### src/rtl/kmeans_k3n2_centroid_update_pkg.sv
// Shared constants, state encoding and width helpers for the k-means centroid update stage.
package kmeans_k3n2_centroid_update_pkg;

    // Centroid indices as carried on in_sel; K_DROP marks a sample to discard.
    localparam logic [1:0] K0     = 2'd0;
    localparam logic [1:0] K1     = 2'd1;
    localparam logic [1:0] K2     = 2'd2;
    localparam logic [1:0] K_DROP = 2'd3;

    // Six coordinates in division order: k0d0, k0d1, k1d0, k1d1, k2d0, k2d1.
    localparam int N_COORD    = 6;
    localparam int LAST_COORD = N_COORD - 1;

    typedef enum logic [2:0] {
        S_IDLE      = 3'd0,
        S_ACC       = 3'd1,
        S_DIV_LOAD  = 3'd2,
        S_DIV_RUN   = 3'd3,
        S_DIV_WRITE = 3'd4,
        S_DONE      = 3'd5
    } state_t;

    // Sum of up to 2**qb samples of dw-bit coordinates.
    function automatic int sum_width(input int dw, input int qb);
        return dw + qb;
    endfunction

    // Count must reach 2**qb itself, hence one extra bit.
    function automatic int cnt_width(input int qb);
        return qb + 1;
    endfunction

endpackage

### src/rtl/kmeans_k3n2_centroid_update_if.sv
// Classified-sample stream from the distance pipeline into the centroid update stage.
interface kmeans_k3n2_centroid_update_if #(
    parameter int DW = 8
) ();
    logic          in_valid;
    logic          in_last;
    logic [DW-1:0] in_d0;
    logic [DW-1:0] in_d1;
    logic [1:0]    in_sel;

    modport master (output in_valid, output in_last, output in_d0, output in_d1, output in_sel);
    modport slave  (input  in_valid, input  in_last, input  in_d0, input  in_d1, input  in_sel);
endinterface

### src/rtl/kmeans_k3n2_centroid_update_divider.sv
// Restoring sequential divider: one quotient bit per cycle, SW cycles after load.
// A zero divisor produces an all-ones quotient; the caller discards it.
module kmeans_seq_divider #(
    parameter int SW = 16,
    parameter int QW = SW
) (
    input  logic          clk,
    input  logic          rst_n,
    input  logic          load,
    input  logic [SW-1:0] dividend,
    input  logic [SW-1:0] divisor,
    output logic [QW-1:0] quotient,
    output logic          ready
);
    localparam int STPW = $clog2(SW + 1);

    logic [SW-1:0]   rem_q, rem_d;
    logic [SW-1:0]   quo_q, quo_d;
    logic [SW-1:0]   dvs_q, dvs_d;
    logic [STPW-1:0] step_q, step_d;
    logic [SW:0]     rem_shift;
    logic [SW:0]     trial;

    // Divider registers; iteration counter runs down to zero.
    always_ff @(posedge clk or negedge rst_n) begin
        if (!rst_n) begin
            rem_q  <= '0;
            quo_q  <= '0;
            dvs_q  <= '0;
            step_q <= '0;
        end else begin
            rem_q  <= rem_d;
            quo_q  <= quo_d;
            dvs_q  <= dvs_d;
            step_q <= step_d;
        end
    end

    // One restoring step: shift in the next dividend bit, subtract if it fits.
    always_comb begin
        rem_d     = rem_q;
        quo_d     = quo_q;
        dvs_d     = dvs_q;
        step_d    = step_q;
        rem_shift = {rem_q, quo_q[SW-1]};
        trial     = rem_shift - {1'b0, dvs_q};
        if (load) begin
            rem_d  = '0;
            quo_d  = dividend;
            dvs_d  = divisor;
            step_d = STPW'(SW);
        end else if (step_q != '0) begin
            step_d = step_q - STPW'(1);
            if (rem_shift >= {1'b0, dvs_q}) begin
                rem_d = trial[SW-1:0];
                quo_d = {quo_q[SW-2:0], 1'b1};
            end else begin
                rem_d = rem_shift[SW-1:0];
                quo_d = {quo_q[SW-2:0], 1'b0};
            end
        end
    end

    assign quotient = quo_q[QW-1:0];
    assign ready    = (step_q == '0);

endmodule

### src/rtl/kmeans_k3n2_centroid_update.sv
// Accumulates per-centroid sums/counts over one pass, then divides them
// one coordinate at a time through a shared divider to form new centroids.
//
// state       | meaning
// ------------+-----------------------------------------------------------
// S_IDLE      | waiting for start; results and converged held
// S_ACC       | accepting classified samples until in_valid && in_last
// S_DIV_LOAD  | load sum[j] / cnt[j/2] into the divider
// S_DIV_RUN   | divider iterating, SW cycles
// S_DIV_WRITE | store mean (or old value if count is 0), fold into converged
// S_DONE      | one-cycle done pulse
module kmeans_k3n2_centroid_update
    import kmeans_k3n2_centroid_update_pkg::*;
#(
    parameter int input_data_width         = 8,
    parameter int input_data_qty_bit_width = 8
) (
    input  logic                          clk,
    input  logic                          rst,
    input  logic                          start,
    kmeans_k3n2_centroid_update_if.slave  smp,
    input  logic [input_data_width-1:0]   old_k0d0,
    input  logic [input_data_width-1:0]   old_k0d1,
    input  logic [input_data_width-1:0]   old_k1d0,
    input  logic [input_data_width-1:0]   old_k1d1,
    input  logic [input_data_width-1:0]   old_k2d0,
    input  logic [input_data_width-1:0]   old_k2d1,
    output logic [input_data_width-1:0]   new_k0d0,
    output logic [input_data_width-1:0]   new_k0d1,
    output logic [input_data_width-1:0]   new_k1d0,
    output logic [input_data_width-1:0]   new_k1d1,
    output logic [input_data_width-1:0]   new_k2d0,
    output logic [input_data_width-1:0]   new_k2d1,
    output logic                          busy,
    output logic                          done,
    output logic                          converged
);
    localparam int DW   = input_data_width;
    localparam int SW   = sum_width(input_data_width, input_data_qty_bit_width);
    localparam int CW   = cnt_width(input_data_qty_bit_width);
    localparam int RUNW = $clog2(SW);

    localparam logic [RUNW-1:0] RUN_LAST = RUNW'(SW - 1);
    localparam logic [2:0]      J_LAST   = 3'(LAST_COORD);

    state_t                   state_q, state_d;
    logic [5:0][SW-1:0]       sum_q, sum_d;
    logic [2:0][CW-1:0]       cnt_q, cnt_d;
    logic [2:0]               j_q, j_d;
    logic [RUNW-1:0]          run_q, run_d;
    logic [5:0][DW-1:0]       new_q, new_d;
    logic                     conv_acc_q, conv_acc_d;
    logic                     converged_q, converged_d;

    logic [5:0][DW-1:0]       old_v;
    logic [CW-1:0]            cur_cnt;
    logic [DW-1:0]            wr_val;
    logic                     div_load;
    logic                     div_ready;
    logic [DW-1:0]            div_quot;
    logic                     accept_last;
    logic [2:0]               idx_d0;
    logic [2:0]               idx_d1;

    assign old_v       = {old_k2d1, old_k2d0, old_k1d1, old_k1d0, old_k0d1, old_k0d0};
    assign cur_cnt     = cnt_q[j_q[2:1]];
    assign accept_last = smp.in_valid && smp.in_last;
    assign idx_d0      = {smp.in_sel, 1'b0};
    assign idx_d1      = {smp.in_sel, 1'b1};

    kmeans_seq_divider #(
        .SW (SW),
        .QW (DW)
    ) u_div (
        .clk      (clk),
        .rst_n    (rst),
        .load     (div_load),
        .dividend (sum_q[j_q]),
        .divisor  (SW'(cur_cnt)),
        .quotient (div_quot),
        .ready    (div_ready)
    );

    // State register.
    always_ff @(posedge clk or negedge rst) begin
        if (!rst) state_q <= S_IDLE;
        else      state_q <= state_d;
    end

    // Next-state logic.
    always_comb begin
        state_d = state_q;
        case (state_q)
            S_IDLE:      if (start) state_d = S_ACC;
            S_ACC:       if (accept_last) state_d = S_DIV_LOAD;
            S_DIV_LOAD:  state_d = S_DIV_RUN;
            S_DIV_RUN:   if (run_q == '0) state_d = S_DIV_WRITE;
            S_DIV_WRITE: if (div_ready) state_d = (j_q == J_LAST) ? S_DONE : S_DIV_LOAD;
            S_DONE:      state_d = S_IDLE;
            default:     state_d = S_IDLE;
        endcase
    end

    // State-decoded outputs.
    always_comb begin
        busy = (state_q != S_IDLE);
        done = (state_q == S_DONE);
    end

    // Datapath registers: sums, counts, coordinate index, run timer, results.
    always_ff @(posedge clk or negedge rst) begin
        if (!rst) begin
            sum_q       <= '0;
            cnt_q       <= '0;
            j_q         <= '0;
            run_q       <= '0;
            new_q       <= '0;
            conv_acc_q  <= 1'b0;
            converged_q <= 1'b0;
        end else begin
            sum_q       <= sum_d;
            cnt_q       <= cnt_d;
            j_q         <= j_d;
            run_q       <= run_d;
            new_q       <= new_d;
            conv_acc_q  <= conv_acc_d;
            converged_q <= converged_d;
        end
    end

    // Datapath next values per state.
    always_comb begin
        sum_d       = sum_q;
        cnt_d       = cnt_q;
        j_d         = j_q;
        run_d       = run_q;
        new_d       = new_q;
        conv_acc_d  = conv_acc_q;
        converged_d = converged_q;
        div_load    = 1'b0;
        wr_val      = (cur_cnt == '0) ? old_v[j_q] : div_quot;
        case (state_q)
            S_IDLE: begin
                if (start) begin
                    sum_d      = '0;
                    cnt_d      = '0;
                    j_d        = '0;
                    conv_acc_d = 1'b1;
                end
            end
            S_ACC: begin
                if (smp.in_valid && smp.in_sel != K_DROP) begin
                    sum_d[idx_d0]     = sum_q[idx_d0] + SW'(smp.in_d0);
                    sum_d[idx_d1]     = sum_q[idx_d1] + SW'(smp.in_d1);
                    cnt_d[smp.in_sel] = cnt_q[smp.in_sel] + CW'(1);
                end
                if (accept_last) j_d = '0;
            end
            S_DIV_LOAD: begin
                div_load = 1'b1;
                run_d    = RUN_LAST;
            end
            S_DIV_RUN: begin
                if (run_q != '0) run_d = run_q - RUNW'(1);
            end
            S_DIV_WRITE: begin
                if (div_ready) begin
                    new_d[j_q] = wr_val;
                    conv_acc_d = conv_acc_q && (wr_val == old_v[j_q]);
                    if (j_q == J_LAST) converged_d = conv_acc_q && (wr_val == old_v[j_q]);
                    else               j_d = j_q + 3'd1;
                end
            end
            default: ;
        endcase
    end

    assign new_k0d0  = new_q[0];
    assign new_k0d1  = new_q[1];
    assign new_k1d0  = new_q[2];
    assign new_k1d1  = new_q[3];
    assign new_k2d0  = new_q[4];
    assign new_k2d1  = new_q[5];
    assign converged = converged_q;

endmodule

### src/flat_wrapper.sv
// flat-port wrapper written by rule: the top's interface ports become plain ports
module kmeans_k3n2_centroid_update_flat import kmeans_k3n2_centroid_update_pkg::*;
#(
    parameter int input_data_width         = 8,
    parameter int input_data_qty_bit_width = 8
)
  (clk, rst, start, old_k0d0, old_k0d1, old_k1d0, old_k1d1, old_k2d0, old_k2d1, new_k0d0, new_k0d1, new_k1d0, new_k1d1, new_k2d0, new_k2d1, busy, done, converged, smp_in_valid, smp_in_last, smp_in_d0, smp_in_d1, smp_in_sel);
  kmeans_k3n2_centroid_update_if #(.DW((8))) smp_i ();
  input  logic clk;
  input  logic rst;
  input  logic start;
  input  logic [input_data_width-1:0] old_k0d0;
  input  logic [input_data_width-1:0] old_k0d1;
  input  logic [input_data_width-1:0] old_k1d0;
  input  logic [input_data_width-1:0] old_k1d1;
  input  logic [input_data_width-1:0] old_k2d0;
  input  logic [input_data_width-1:0] old_k2d1;
  output logic [input_data_width-1:0] new_k0d0;
  output logic [input_data_width-1:0] new_k0d1;
  output logic [input_data_width-1:0] new_k1d0;
  output logic [input_data_width-1:0] new_k1d1;
  output logic [input_data_width-1:0] new_k2d0;
  output logic [input_data_width-1:0] new_k2d1;
  output logic busy;
  output logic done;
  output logic converged;
  input wire logic [$bits(smp_i.in_valid)-1:0] smp_in_valid;
  input wire logic [$bits(smp_i.in_last)-1:0] smp_in_last;
  input wire logic [$bits(smp_i.in_d0)-1:0] smp_in_d0;
  input wire logic [$bits(smp_i.in_d1)-1:0] smp_in_d1;
  input wire logic [$bits(smp_i.in_sel)-1:0] smp_in_sel;
  assign smp_i.in_valid = smp_in_valid;
  assign smp_i.in_last = smp_in_last;
  assign smp_i.in_d0 = smp_in_d0;
  assign smp_i.in_d1 = smp_in_d1;
  assign smp_i.in_sel = smp_in_sel;
  kmeans_k3n2_centroid_update #(.input_data_width(input_data_width), .input_data_qty_bit_width(input_data_qty_bit_width)) u_core (.clk(clk), .rst(rst), .start(start), .smp(smp_i), .old_k0d0(old_k0d0), .old_k0d1(old_k0d1), .old_k1d0(old_k1d0), .old_k1d1(old_k1d1), .old_k2d0(old_k2d0), .old_k2d1(old_k2d1), .new_k0d0(new_k0d0), .new_k0d1(new_k0d1), .new_k1d0(new_k1d0), .new_k1d1(new_k1d1), .new_k2d0(new_k2d0), .new_k2d1(new_k2d1), .busy(busy), .done(done), .converged(converged));
endmodule
### config.mk
export PLATFORM = sky130hd
export DESIGN_NAME = kmeans_k3n2_centroid_update_flat
export DESIGN_NICKNAME = d
export VERILOG_FILES = /design/src/rtl/kmeans_k3n2_centroid_update_pkg.sv /design/src/rtl/kmeans_k3n2_centroid_update_if.sv /design/src/rtl/kmeans_k3n2_centroid_update_divider.sv /design/src/rtl/kmeans_k3n2_centroid_update.sv /design/src/flat_wrapper.sv
export SDC_FILE = /design/constraint.sdc
export NUM_CORES = 1
export LEC_CHECK = 0
export BUFFER_PORTS_ARGS = -buffer_cell sky130_fd_sc_hd__buf_2
export CORE_MARGIN = 1
export CORE_UTILIZATION = 56
export CTS_BUF_LIST = sky130_fd_sc_hd__clkbuf_2 sky130_fd_sc_hd__clkbuf_4 sky130_fd_sc_hd__clkbuf_8
export DETAILED_ROUTE_END_ITERATION = 8
export PLACE_DENSITY = 0.89
export RECOVER_POWER = 100
export SLEW_MARGIN = 20
export SYNTH_ARGS = -nofsm -noshare
export SYNTH_HDL_FRONTEND = slang
export SYNTH_SLANG_ARGS = --single-unit
### constraint.sdc
create_clock -name clk -period 2.5 [get_ports clk]
set_clock_uncertainty 0.05 [all_clocks]
set_input_delay 0.25 -clock clk [delete_from_list [all_inputs] [get_ports clk]]
set_output_delay 0.25 -clock clk [all_outputs]
set_load 0.03 [all_outputs]
==> flow_metrics.py <==
metrics = {
    "place": {
        "dpl.hpwl_um": 25900,
        "placed_area_um2": 14600,
        "gp_congestion": 0.892,
        "port-buffer-count": 121,
    },
    "final_layout": {
        "area_delta_synth_final_pct": 24.6,
        "fin_nets": 1703,
        "drive_above_1_share": 0.263,
        "fin_area_um2": 16000,
    },
    "yosys": {
        "syn_area_um2": 12800,
        "ys_async_sr_fraction": 1.00,
        "seq_area_frac_synth": 0.447,
        "synthMuxAreaShare": 0.0999,
        "yosysUniqueCellTypes": 73,
        "netlist.area_leader.share": 0.447,
        "ys_ff_latch": 229,
        "synth_xor_area_frac": 0.0253,
        "synth_area_leaders": "dfrtp_1 45%, o21ai_0 7.5%, nand2_1 6.7%",
        "netlist.top_cell.by_area": "dfrtp_1",
        "synth-adder-area-share": 0.0339,
        "synth-edff-count": 0,
        "synthCells": 1375,
        "synth_top_family_by_area": "compound AO/OA/AOI/OAI gates",
        "synth_compound_area_frac": 0.209,
        "ys.warnings.count": 0,
        "syn_nets": 1479,
        "syn_avg_cell_area_um2": 9.33,
        "synthSimpleGateAreaFrac": 0.149,
        "synthFlopType": "dfrtp_1",
    },
    "drt": {
        "drt_iter0_markers": 1812,
        "drt.antenna.violating_nets": 0,
        "remaining_drc_errors": 0,
        "vias": 13200,
        "wl_per_cell_um": 23.3,
        "drtPass1Iterations": 6,
        "viasPerCell": 6.93,
        "wirelength_um": 44500,
    },
    "floorplan": {
        "die_area_um2": 23500,
        "initial_utilization": 0.568,
        "die_y_um": 153,
        "fp-row-count": 55,
        "die_w_um": 153,
        "core_area_um2": 22600,
        "io_pins": 122,
    },
    "timing": {
        "slew_violations": 67,
        "rsz0062_at_grt": "yes",
        "tightest_slew_ns": 1.80,
        "max_freq_ghz": 0.386,
        "period_needed_ns": 2.59,
        "hold_viol_final": 0,
        "setup_viol": 32,
        "fin_ws_ns": -0.0893,
        "relSlewSlack": -0.199,
        "post-route-period-util": 1.04,
    },
    "flow_run": {
        "drv_cap": 1,
    },
    "critical_path": {
        "crit_start": "u_core.sum_q[65]",
        "r2r-start": "u_core.sum_q[65]",
        "slowest_stage": "dfrtp_1",
        "cpMostUsedCell": "buf_4",
        "critPathKind": "reg2reg",
        "slowest_delay_ns": 0.39,
        "crit_path_start_kind": "flop",
        "cp_num_cells": 11,
        "required_ns": 2.91,
        "reg2reg_depth": 11,
        "reg2reg_slack_ns": -0.09,
        "critical_path.cell_chain": "mux2i_1, o21ai_2, buf_4, fa_2, a211oi_2, nor2_2, o31ai_2, buf_4, nor4_4, xnor2_2, o21ai_1",
        "critical_path.endpoint_type": "flop",
        "cp_num_buf_inv": 2,
        "critical_path.max_fanout": 4,
        "cp_top_family": "compound AO/OA/AOI/OAI gates",
        "worstPathArrival_ns": 3.00,
    },
    "pwr": {
        "internal_power_w": 0.00586,
        "p_clk_frac": 0.463,
        "power.switching_w": 0.00186,
        "leakage_nw": 7.27,
        "irDropWorstVdd_uv": 637,
        "comb_power_share": 0.054,
        "p_sw_frac": 0.241,
        "seq_power_share": 0.483,
        "powerDensity_nw_per_um2": 483,
        "total_power_w": 0.00772,
    },
    "grt": {
        "grt_use_total": 0.354,
        "grt_max_degree": 68,
        "grt-ovfl-total": 0,
        "grt_pass1_vias": 13000,
        "grt_pass1_wl_um": 66100,
        "grt_antenna_before_repair": 1,
    },
    "clock_tree": {
        "htreeDepth": 2,
        "clkTransAtPathRegs_ns": 0.07,
        "clk_latency_ns": 0.55,
        "numCtsBuffers": 38,
        "cts-root-buf": "clkbuf_8",
        "cts_buffer_depth": 3,
        "cts_tree": "built",
        "clock-sinks": 229,
    },
    "worst_hold_path": {
        "min-delay-start": "start",
        "hp-class": "in2reg",
        "holdPathStages": 3,
    },
    "status": {
        "status": "complete, but fails checks",
        "violations": "capacitance limit, slew limit, setup timing",
    },
}
registers in the layout (all words and copies together) (netlist names):
signal	count
u_core.run_q	4
u_core.j_q	3
u_core.new_k1d1	8
u_core.cnt_q	27
u_core.new_k2d1	8
u_core.u_div.rem_q	16
u_core.u_div.quo_q	16
u_core.u_div.step_q	5
u_core.new_k0d1	8
u_core.new_k0d0	8
u_core.state_q	3
u_core.sum_q	96
u_core.u_div.dvs_q	9
u_core.converged	1
u_core.new_k1d0	8
u_core.conv_acc_q	1
u_core.new_k2d0	8
cells by family (layout without fill, tap and decap cells):
| logic type | after synthesis | after routing |
|---|---|---|
| flops | 229 | 229 |
| simple gates | 420 | 420 |
| other cells | 0 | 1 |
| mux | 119 | 119 |
| buf+inv | 116 | 366 |
| fa+ha+maj | 33 | 33 |
| compound gates | 421 | 421 |
| xor+xnor | 37 | 37 |
tightest hold or removal path, cell delays in order:
cell and delay (ns):
buf_2 0.12, o22ai_1 0.11, a21oi_1 0.12
through the flow:
step / std cells / util / worst slack (ns) / hold WS (ns) / TNS, ns
after floorplan: 1375 / - / -0.410 / -0.0956 / -13.15
after global placement: 1809 / 0.645 / -0.138 / 0.183 / -4.24
after detailed placement: 1809 / 0.645 / -0.269 / 0.188 / -10.77
after CTS: 1882 / 0.688 / 0.000381 / 0.0270 / 0
after global routing: 1911 / 0.708 / -0.191 / 0.0508 / -6.14
final: 1911 / 0.708 / -0.0893 / 0.0380 / -0.757
worst paths after layout:
| check | endpoint |
|---|---|
| worst max-delay path | u_core.sum_q[78] |
| worst min-delay path | u_core.state_q[0] |
| worst max register to register | u_core.sum_q[78] |
| worst min register to register | u_core.new_k2d0[7] |
| max in group asynchronous | u_core.sum_q[64] |
| min in group asynchronous | u_core.run_q[0] |
area by class of cell:
type / instances / area [um^2]
timing repair buffer: 270 / 1790
multi-input combinational: 1030 / 7180
inverter: 30 / 113
sequential: 229 / 5740
clock inverter: 6 / 66.3
clock buffer: 60 / 744
fill: 1450 / 6580
antenna: 1 / 2.50
tap: 285 / 357
routing by layer:
layer,part of all wire,global-route usage,up-vias
met4,0.066,0.237,0
met2,0.46,0.570,1130
met1,0.35,0.419,6355
met5,0,0,-
met3,0.12,0.0919,318
li1,-,-,5440
what timing repair did:
action                     4_1_cts  5_1_grt
hold endpoints to repair        64        0
buffers inserted                 5       28
pin swaps                       11       47
gates cloned                     1        0
resized for setup               21      105
hold buffers                     1        0
setup endpoints to repair       64      104
power groups by stage:
stage	clock network, W	logic, W	registers [W]
global placement	0	0.000390	0.00379
floorplan	0	0.000149	0.00382
global route	0.00375	0.000449	0.00373
CTS	0.00355	0.000412	0.00373
detailed placement	0	0.000401	0.00379
finish	0.00357	0.000419	0.00373
cells in the mapped netlist, types with 11 or more instances:
cell and number:
nand2_1 230, dfrtp_1 229, o21ai_0 191, mux2i_1 86, clkbuf_1 67, nor2_1 64, a22o_1 51, a21oi_1 39
ha_1 30, inv_1 29, mux2_2 28, nand3_1 26, xnor2_1 25, a31oi_1 24, o2bb2ai_1 18, nor3_1 15
nand4_1 14, buf_2 13, or3_1 13, xor2_1 12, nor2b_1 11, o21a_1 11
placed cells by master, fill, tap and decap left out, drive strengths merged, types with 31 or more instances in the layout:
cell    netlist  layout
inv          30      31
dfrtp       229     229
a21oi        40      40
mux2i        86      86
nand2       230     230
o21ai       196     196
buf          19     218
a22o         51      51
nor2         64      64
clkbuf       67     111
Note: power is estimated with default switching activity, not from simulation.
